[src/rtl/pic_ack_controller.sv]
// 8259 interrupt-acknowledge controller: 8086-mode two-pulse INTA, vector drive, ISR tracking.
// Define PIC_PRIORITY_ROTATE_EN to enable EOI-driven priority rotation.
module pic_ack_controller (
  input  logic       clk,
  input  logic       reset_n,
  input  logic [7:0] interrupt_vector,
  input  logic       inta_n,
  input  logic [4:0] vector_base,
  input  logic       aeoi,
  input  logic       eoi_cmd,
  input  logic       eoi_specific,
  input  logic       eoi_rotate,
  input  logic [2:0] eoi_level,
  output logic       int_out,
  output logic [7:0] isr,
  output logic [2:0] priority_rotate,
  output logic [7:0] clear_irr,
  output logic [7:0] data_out,
  output logic       data_oe
);

  typedef enum logic [1:0] {StIdle, StAck1, StGap, StAck2} state_e;

  state_e     state_q;
  logic       inta_q;
  logic       inta_fall;
  logic       inta_rise;
  logic [2:0] level_q;
  logic       spurious_q;
  logic       int_out_q;
  logic [7:0] isr_q;
  logic [7:0] clear_irr_q;
  logic [7:0] data_out_q;
  logic       data_oe_q;

  logic       req_valid;
  logic [2:0] req_level;
  logic       ack_event;
  logic [7:0] ack_set;
  logic [7:0] aeoi_clr;
  logic [7:0] eoi_clr;
  logic [7:0] isr_d;
  logic [2:0] rot;
  logic       ns_found;
  logic [2:0] ns_level;
  logic [2:0] ns_idx;

  assign inta_fall = inta_q & ~inta_n;
  assign inta_rise = ~inta_q & inta_n;

  // The resolver guarantees one-hot; lowest index wins if that is ever violated.
  always_comb begin
    req_valid = |interrupt_vector;
    req_level = 3'd0;
    for (int i = 7; i >= 0; i--) begin
      if (interrupt_vector[i]) req_level = 3'(i);
    end
  end

  assign ack_event = (state_q == StIdle) && inta_fall;
  assign ack_set   = (ack_event && req_valid) ? (8'b1 << req_level) : 8'h00;

  always_comb begin
    aeoi_clr = 8'h00;
    if ((state_q == StAck2) && inta_rise && aeoi && !spurious_q) aeoi_clr[level_q] = 1'b1;
  end

  // Highest-priority in-service bit, scanning from rot upward; last hit is the winner.
  always_comb begin
    ns_found = 1'b0;
    ns_level = 3'd0;
    ns_idx   = 3'd0;
    for (int i = 7; i >= 0; i--) begin
      ns_idx = rot + 3'(i);
      if (isr_q[ns_idx]) begin
        ns_found = 1'b1;
        ns_level = ns_idx;
      end
    end
  end

  always_comb begin
    eoi_clr = 8'h00;
    if (eoi_cmd) begin
      if (eoi_specific) eoi_clr[eoi_level] = 1'b1;
      else if (ns_found) eoi_clr[ns_level] = 1'b1;
    end
  end

  // Set is ORed last so a simultaneous set of the same bit wins over a clear.
  assign isr_d = (isr_q & ~(eoi_clr | aeoi_clr)) | ack_set;

`ifdef PIC_PRIORITY_ROTATE_EN
  logic [2:0] rot_q;
  logic [2:0] rot_d;

  always_comb begin
    rot_d = rot_q;
    if (eoi_cmd && eoi_rotate) begin
      if (eoi_specific) rot_d = eoi_level + 3'd1;
      else if (ns_found) rot_d = ns_level + 3'd1;
    end
  end

  always_ff @(posedge clk or negedge reset_n) begin
    if (!reset_n) rot_q <= 3'd0;
    else          rot_q <= rot_d;
  end

  assign rot = rot_q;
`else
  logic unused_eoi_rotate;
  assign unused_eoi_rotate = eoi_rotate;
  assign rot = 3'd0;
`endif

  always_ff @(posedge clk or negedge reset_n) begin
    if (!reset_n) begin
      state_q     <= StIdle;
      inta_q      <= 1'b1;
      level_q     <= 3'd0;
      spurious_q  <= 1'b0;
      int_out_q   <= 1'b0;
      isr_q       <= 8'h00;
      clear_irr_q <= 8'h00;
      data_out_q  <= 8'h00;
      data_oe_q   <= 1'b0;
    end else begin
      inta_q      <= inta_n;
      isr_q       <= isr_d;
      clear_irr_q <= 8'h00;
      unique case (state_q)
        StIdle: begin
          int_out_q <= req_valid;
          if (inta_fall) begin
            state_q     <= StAck1;
            int_out_q   <= 1'b0;
            level_q     <= req_valid ? req_level : 3'd7;
            spurious_q  <= ~req_valid;
            clear_irr_q <= ack_set;
          end
        end
        StAck1: begin
          int_out_q <= 1'b0;
          if (inta_rise) state_q <= StGap;
        end
        StGap: begin
          int_out_q <= 1'b0;
          if (inta_fall) begin
            state_q    <= StAck2;
            data_oe_q  <= 1'b1;
            data_out_q <= {vector_base, level_q};
          end
        end
        StAck2: begin
          int_out_q  <= 1'b0;
          data_out_q <= {vector_base, level_q};
          if (inta_rise) begin
            state_q    <= StIdle;
            data_oe_q  <= 1'b0;
            data_out_q <= 8'h00;
          end
        end
        default: state_q <= StIdle;
      endcase
    end
  end

  assign int_out         = int_out_q;
  assign isr             = isr_q;
  assign priority_rotate = rot;
  assign clear_irr       = clear_irr_q;
  assign data_out        = data_out_q;
  assign data_oe         = data_oe_q;

endmodule
[config.mk]
export PLATFORM = sky130hd
export DESIGN_NAME = pic_ack_controller
export DESIGN_NICKNAME = d
export VERILOG_FILES = /design/src/rtl/pic_ack_controller.sv
export SDC_FILE = /design/constraint.sdc
export NUM_CORES = 1
export LEC_CHECK = 0
export CORE_UTILIZATION = 62
export DETAILED_ROUTE_END_ITERATION = 10
export DONT_BUFFER_PORTS = 1
export GPL_TIMING_DRIVEN = 0
export MAX_ROUTING_LAYER = met4
export PLACE_DENSITY = 0.76
export SETUP_SLACK_MARGIN = 0.15
export SYNTH_ARGS = -nofsm -noshare
export SYNTH_HDL_FRONTEND = slang
export SYNTH_SLANG_ARGS = --single-unit
[constraint.sdc]
create_clock -name clk -period 2.04 [get_ports clk]
set_input_delay 0.204 -clock clk [delete_from_list [all_inputs] [get_ports clk]]
set_output_delay 0.204 -clock clk [all_outputs]
set_load 0.02 [all_outputs]
==> results of run 1 <==
where the power goes:
part           internal [mW]  switching, mW  total [mW]
Sequential             0.821          0.342        1.16
Combinational          0.421          0.482       0.903
Clock                  0.163          0.217       0.380
Total                   1.40           1.04        2.45
flip-flops by register name, indices dropped and copies added, names as in the netlist:
register / flops
clear_irr: 8
data_out: 8
isr: 8
level_q: 3
state_q: 2
data_oe: 1
int_out: 1
inta_q: 1
spurious_q: 1
cells in the final DEF, fill, tap and decap left out, types with 3 or more instances in the layout:
cell	synthesis	layout
dfrtp_1	32	32
nand2_1	13	13
nor2_1	13	12
inv_1	11	11
o21ai_0	10	10
nor2b_1	9	9
a21oi_1	7	7
nor3_1	7	7
buf_4	4	7
nand2b_1	6	6
a21o_1	6	6
o22ai_1	6	6
o21ai_1	6	6
o221a_1	5	5
clkbuf_4	0	5
o221ai_1	4	4
a211oi_1	4	4
a221oi_1	4	4
ha_1	4	4
nand3b_1	3	3
and2_1	3	3
clkbuf_1	3	3
conb_1	1	3
dlygate4sd3_1	0	3
cells by family (layout without fill, tap and decap cells):
logic type	Yosys count	in the layout	synth area share, %
adders and majority gates	4	4	2.62
AOI/OAI and AO/OA	70	70	26.6
other	1	3	0.197
DFF	33	33	43.4
and+or+nand+nor	72	72	21.7
muxes	1	1	0.591
buffers and inverters	21	35	4.99
metal layers:
metal  GRT usage [%]  vias to the layer above
met5               -                        -
met4            12.5                        0
met2            42.0                       85
met3            7.26                       13
met1            41.4                      803
li1                -                      786
area by class of cell:
class,count,area share (%)
multi-input combinational,150,47.7
tap,31,1.86
sequential,33,39.7
inverter,13,2.34
timing repair buffer,7,3.48
clock buffer,7,2.64
buffer,8,2.28
synthesized netlist by cell type, types with 4 or more instances:
library cell,n,share of area (%)
o21ai_1,6,1.6
nand2b_1,6,2.0
o221ai_1,4,1.8
buf_4,4,1.6
a21o_1,6,2.4
nand2_1,13,2.6
o221a_1,5,3.0
a21oi_1,7,1.8
dfrtp_1,32,42
nor3_1,7,1.8
ha_1,4,2.6
a221oi_1,4,1.8
inv_1,11,2.2
o22ai_1,6,2.0
o21ai_0,10,2.6
nor2_1,13,2.6
nor2b_1,9,3.0
a211oi_1,4,1.6
metrics by stage:
| stage | worst slack (ns) | utilization (%) | power, mW | hold WS, ns | cell area [sq um] |
|---|---|---|---|---|---|
| after CTS | 0.287 | 72.8 | 2.41 | 0.0250 | 2060 |
| after floorplan | 0.500 | - | 1.83 | -0.0916 | 1910 |
| after global placement | 0.337 | 69.0 | 1.96 | -0.0910 | 1950 |
| final | 0.289 | 73.7 | 2.45 | 0.0341 | 2080 |
| after detailed placement | 0.310 | 69.0 | 2.02 | -0.0910 | 1950 |
| after global routing | 0.127 | 73.7 | 2.60 | 0.0217 | 2080 |
worst max-delay path by stage:
stage	to	slack, ns
3_5_place_dp	isr[3]$_DFF_PN0_	0.31
4_1_cts	data_out[1]$_DFFE_PN0P_	0.29
3_3_place_gp	isr[3]$_DFF_PN0_	0.34
2_1_floorplan	isr[3]$_DFF_PN0_	0.50
6_report	isr[3]$_DFF_PN0_	0.29
5_1_grt	isr[3]$_DFF_PN0_	0.13
what timing repair did:
item | 4_1_cts | 5_1_grt
hold endpoints to repair | 35 | 0
buffers inserted | 0 | 3
resized for setup | 0 | 3
hold buffers | 4 | 0
setup endpoints to repair | 0 | 6
==> impl_metrics.json, run 1 <==
{
  "grt_max_degree": 34,
  "layout.cells.non_filler": 249,
  "antenna_found_initial": 0,
  "syn_inst": 202,
  "rsz0062_at_grt": "false",
  "synth_warnings": 0,
  "place.gp.congestion": 0.926,
  "wl_per_cell_microns": 17.8,
  "slowest_stage": "dfrtp_1",
  "max_stage_delay_ns": 0.43,
  "synth.avg_cell_area_sq_um": 9.44,
  "power-per-cell-area_nw_per_um2": 1170,
  "first_pass_iters": 10,
  "start_util_pct": 67.4,
  "dp_hpwl_microns": 3200,
  "path_cells": "ha_1 -> nor2b_2 -> nand4_1 -> or3b_1 -> a31o_1",
  "clock.fmax_ghz": 0.571,
  "num_rows": 19,
  "r2r_start": "state_q[1]$_DFFE_PN0P_",
  "core_sq_um": 2830,
  "clk_path_buf_depth": 2,
  "ff2ff_setup_slack_ns": 0.29,
  "drc_errors": 3,
  "ys.flop_type": "dfrtp_1",
  "synth-seq-cells": 33,
  "fin_crit_sh_pct": 85.9,
  "port_buffers": 0,
  "io_pins": 52,
  "grt_pass1_wl_microns": 7250,
  "floorplan.die_area_sq_um": 3300,
  "crit_path_end_kind": "flop",
  "p_leak_nw": 0.919,
  "hold_depth": 2,
  "drtIter0Drc": 138,
  "grtUsageTotal_pct": 30.0,
  "hp-class": "in -> reg",
  "skew_ns": 0.00289,
  "overflow": 0,
  "startpoint": "state_q[1]$_DFFE_PN0P_",
  "finalCriticalPeriod_ns": 1.75,
  "finalSetupTns_ns": 0,
  "ys_types": 54,
  "vias": 1687,
  "insertedDiodeCount": 0,
  "status": "finished, violations left",
  "via_per_inst": 6.78,
  "path_buf_inv": 0,
  "clock-sinks": 33,
  "cts_made_buffers": 5,
  "htreeDepth": 2,
  "cp.required_ns": 2.28,
  "cts_root_buffer": "clkbuf_4",
  "tightest_slew_ns": 0.573,
  "setup_viol": 0,
  "cp_data_arrival_time_ns": 1.99,
  "syn_area_sq_um": 1910,
  "rr_endpoint": "isr[3]$_DFF_PN0_",
  "wl_met3_microns": 395,
  "wl_met1_microns": 1990,
  "report.final.slew_viol_count": 0,
  "fin_nets": 245,
  "area_delta_synth_final_pct": 9.32,
  "wl_met2_microns": 1970,
  "die_h_microns": 57.5,
  "cts_tree": "built",
  "ant_nets": 0,
  "synth-edff-count": 0,
  "holdPathEnd": "clear_irr[1]$_DFF_PN0_",
  "ir_drop_uv": 807,
  "grt_pass1_vias": 1566,
  "failed_checks": "DRC",
  "maxSlewHeadroom_pct": 61.6,
  "path_delay_family": "simple AND/OR/NAND/NOR gates",
  "crit_path_start_kind": "flop",
  "top_layer": "met4",
  "final-hold-violation-count": 0,
  "multi_input_area_sq_um": 995,
  "crit_cells": 5,
  "drive_gt1_share_pct": 12.8,
  "die_x_microns": 57.5,
  "worstHoldStart": "interrupt_vector[1]",
  "path_clk_slew_ns": 0.09,
  "nFillCells": 195,
  "dp_cells": 235,
  "ys_async_sr_fraction_pct": 100,
  "yosysSeqAreaShare_pct": 43.4,
  "cp_max_fo": 5,
  "r2r_cells": 5,
  "insertion_delay_ns": 0.34,
  "path_class": "reg -> reg",
  "seq_area_sq_um": 827,
  "drv_cap": 0,
  "totalWireLength_microns": 4440
}
Power figures use the tool's default switching activity.
==> inputs of run 2 (changes only) <==
--- a/config.mk
+++ b/config.mk
@@ -5,12 +5,12 @@
 export SDC_FILE = /design/constraint.sdc
 export NUM_CORES = 1
 export LEC_CHECK = 0
-export CORE_UTILIZATION = 62
+export CORE_UTILIZATION = 45
 export DETAILED_ROUTE_END_ITERATION = 10
 export DONT_BUFFER_PORTS = 1
 export GPL_TIMING_DRIVEN = 0
 export MAX_ROUTING_LAYER = met4
-export PLACE_DENSITY = 0.76
+export PLACE_DENSITY = 0.58
 export SETUP_SLACK_MARGIN = 0.15
 export SYNTH_ARGS = -nofsm -noshare
 export SYNTH_HDL_FRONTEND = slang
==> run 2 against run 1 <==
Compared with the run above: the flow now finishes without violations; via count decreased by 2.7%; combinational power fell by 0.4%; global-route usage fell by 7.7 points; non-clock buffer count fell by 2; critical path depth unchanged; sequential share of layout area down 0.54 points; maximum frequency shrank 1.7%.
==> impl_metrics.json, run 2 (same netlist as run 1, synthesis figures left out) <==
{
  "layout_commonest_cell": "dfrtp_1",
  "fin_nets": 243,
  "path_buf_inv": 0,
  "antenna_found_initial": 0,
  "first_pass_iters": 4,
  "grt_pass1_wl_microns": 7150,
  "path_clk_slew_ns": 0.06,
  "status": "complete, no violations",
  "rsz0062_at_grt": "false",
  "tightest_slew_ns": 0.541,
  "insertedDiodeCount": 0,
  "path_class": "reg -> reg",
  "max_stage_delay_ns": 0.43,
  "skew_ns": 0.00534,
  "clock.fmax_ghz": 0.562,
  "r2r_cells": 5,
  "startpoint": "state_q[1]$_DFFE_PN0P_",
  "place.gp.congestion": 0.826,
  "rr_endpoint": "isr[3]$_DFF_PN0_",
  "grt_max_degree": 34,
  "area_delta_synth_final_pct": 10.8,
  "final_cell_mix": "32 x dfrtp_1, 13 x nor2_1, 13 x nand2_1",
  "finalSetupTns_ns": 0,
  "floorplan.die_area_sq_um": 4500,
  "insertion_delay_ns": 0.28,
  "die_h_microns": 67.1,
  "finalCriticalPeriod_ns": 1.78,
  "cp_max_fo": 5,
  "path_delay_family": "simple AND/OR/NAND/NOR gates",
  "path_cells": "ha_1 -> nor2b_2 -> nand4_1 -> or3b_1 -> a31o_1",
  "crit_path_end_kind": "flop",
  "fin_crit_sh_pct": 87.3,
  "ir_drop_uv": 437,
  "drv_cap": 0,
  "ant_nets": 0,
  "dp_cells": 254,
  "core_sq_um": 4030,
  "ff2ff_setup_slack_ns": 0.26,
  "clk_path_buf_depth": 2,
  "port_buffers": 0,
  "drc_errors": 0,
  "start_util_pct": 47.3,
  "power-per-cell-area_nw_per_um2": 1200,
  "hold_depth": 1,
  "crit_path_start_kind": "flop",
  "cp.required_ns": 2.21,
  "grtUsageTotal_pct": 22.3,
  "cp_data_arrival_time_ns": 1.95,
  "drive_gt1_share_pct": 11.5,
  "hp-class": "in -> reg",
  "setup_viol": 0,
  "final-hold-violation-count": 0,
  "num_rows": 23,
  "report.final.slew_viol_count": 0,
  "htreeDepth": 2,
  "clock-sinks": 33,
  "cts_tree": "built",
  "vias": 1641,
  "maxSlewHeadroom_pct": 63.7,
  "cts_made_buffers": 5,
  "overflow": 0,
  "via_per_inst": 6.15,
  "holdWs_ns": 0.0238,
  "dp_hpwl_microns": 3370,
  "grt_pass1_vias": 1492,
  "holdPathEnd": "clear_irr[1]$_DFF_PN0_",
  "die_x_microns": 67.1,
  "drtIter0Drc": 102,
  "layout.cells.non_filler": 267,
  "totalWireLength_microns": 4630,
  "wl_per_cell_microns": 17.3,
  "p_leak_nw": 0.919,
  "worstHoldStart": "interrupt_vector[0]",
  "io_pins": 52,
  "slowest_stage": "dfrtp_1",
  "cts_root_buffer": "clkbuf_8",
  "r2r_start": "state_q[1]$_DFFE_PN0P_"
}
run 2: worst reg2reg max path: stages, from the launching register on:
cell	delay, ns
dfrtp_1	0.43
ha_1	0.23
nor2b_2	0.18
nand4_1	0.22
or3b_1	0.41
a31o_1	0.20
run 2: stage by stage:
step	util, %	setup slack, ns	total power [mW]	instance area (sq um)
2_1_floorplan	-	0.500	1.83	1910
3_3_place_gp	49.1	0.327	1.97	1980
3_5_place_dp	49.1	0.250	2.03	1980
4_1_cts	52.0	0.235	2.52	2100
5_1_grt	52.5	0.184	2.72	2110
6_report	52.5	0.259	2.53	2110
run 2: area by class of cell:
type	instances	area, sq um
fill	393	1920
timing repair buffer	5	55.1
inverter	13	48.8
buffer	8	47.5
clock buffer	8	80.1
sequential	33	827
multi-input combinational	150	992
tap	50	62.6
run 2: repair_timing:
| item | CTS | global route |
|---|---|---|
| hold endpoints to repair | 34 | 0 |
| hold buffers | 3 | 0 |
| endpoints found under the setup margin | 0 | 6 |
| setup buffers | 0 | 2 |
| gates resized for setup | 0 | 2 |
run 2: worst max-delay path by stage:
| stage | end | slack [ns] | cells past startpoint |
|---|---|---|---|
| after global routing | isr[3]$_DFF_PN0_ | 0.18 | 5 |
| after floorplan | isr[3]$_DFF_PN0_ | 0.50 | 5 |
| after detailed placement | data_out[4]$_DFFE_PN0P_ | 0.25 | 5 |
| final | isr[3]$_DFF_PN0_ | 0.26 | 5 |
| after global placement | data_out[2]$_DFFE_PN0P_ | 0.33 | 5 |
| after CTS | data_out[4]$_DFFE_PN0P_ | 0.23 | 5 |
run 2: layer usage:
layer  vias to the layer above  track usage (%)  routed length (microns)
li1                        781                -                        -
met1                       786             30.4                     2240
met2                        65             30.0                     2050
met3                         9             7.71                      287
met4                         0             7.98                       49
met5                         -                -                        0
run 2: where the power goes:
part | leakage, nW | switching (mW) | internal [mW]
Sequential | 0.424 | 0.348 | 0.823
Clock | 0.0395 | 0.213 | 0.242
Combinational | 0.456 | 0.483 | 0.416
Total | 0.919 | 1.04 | 1.48
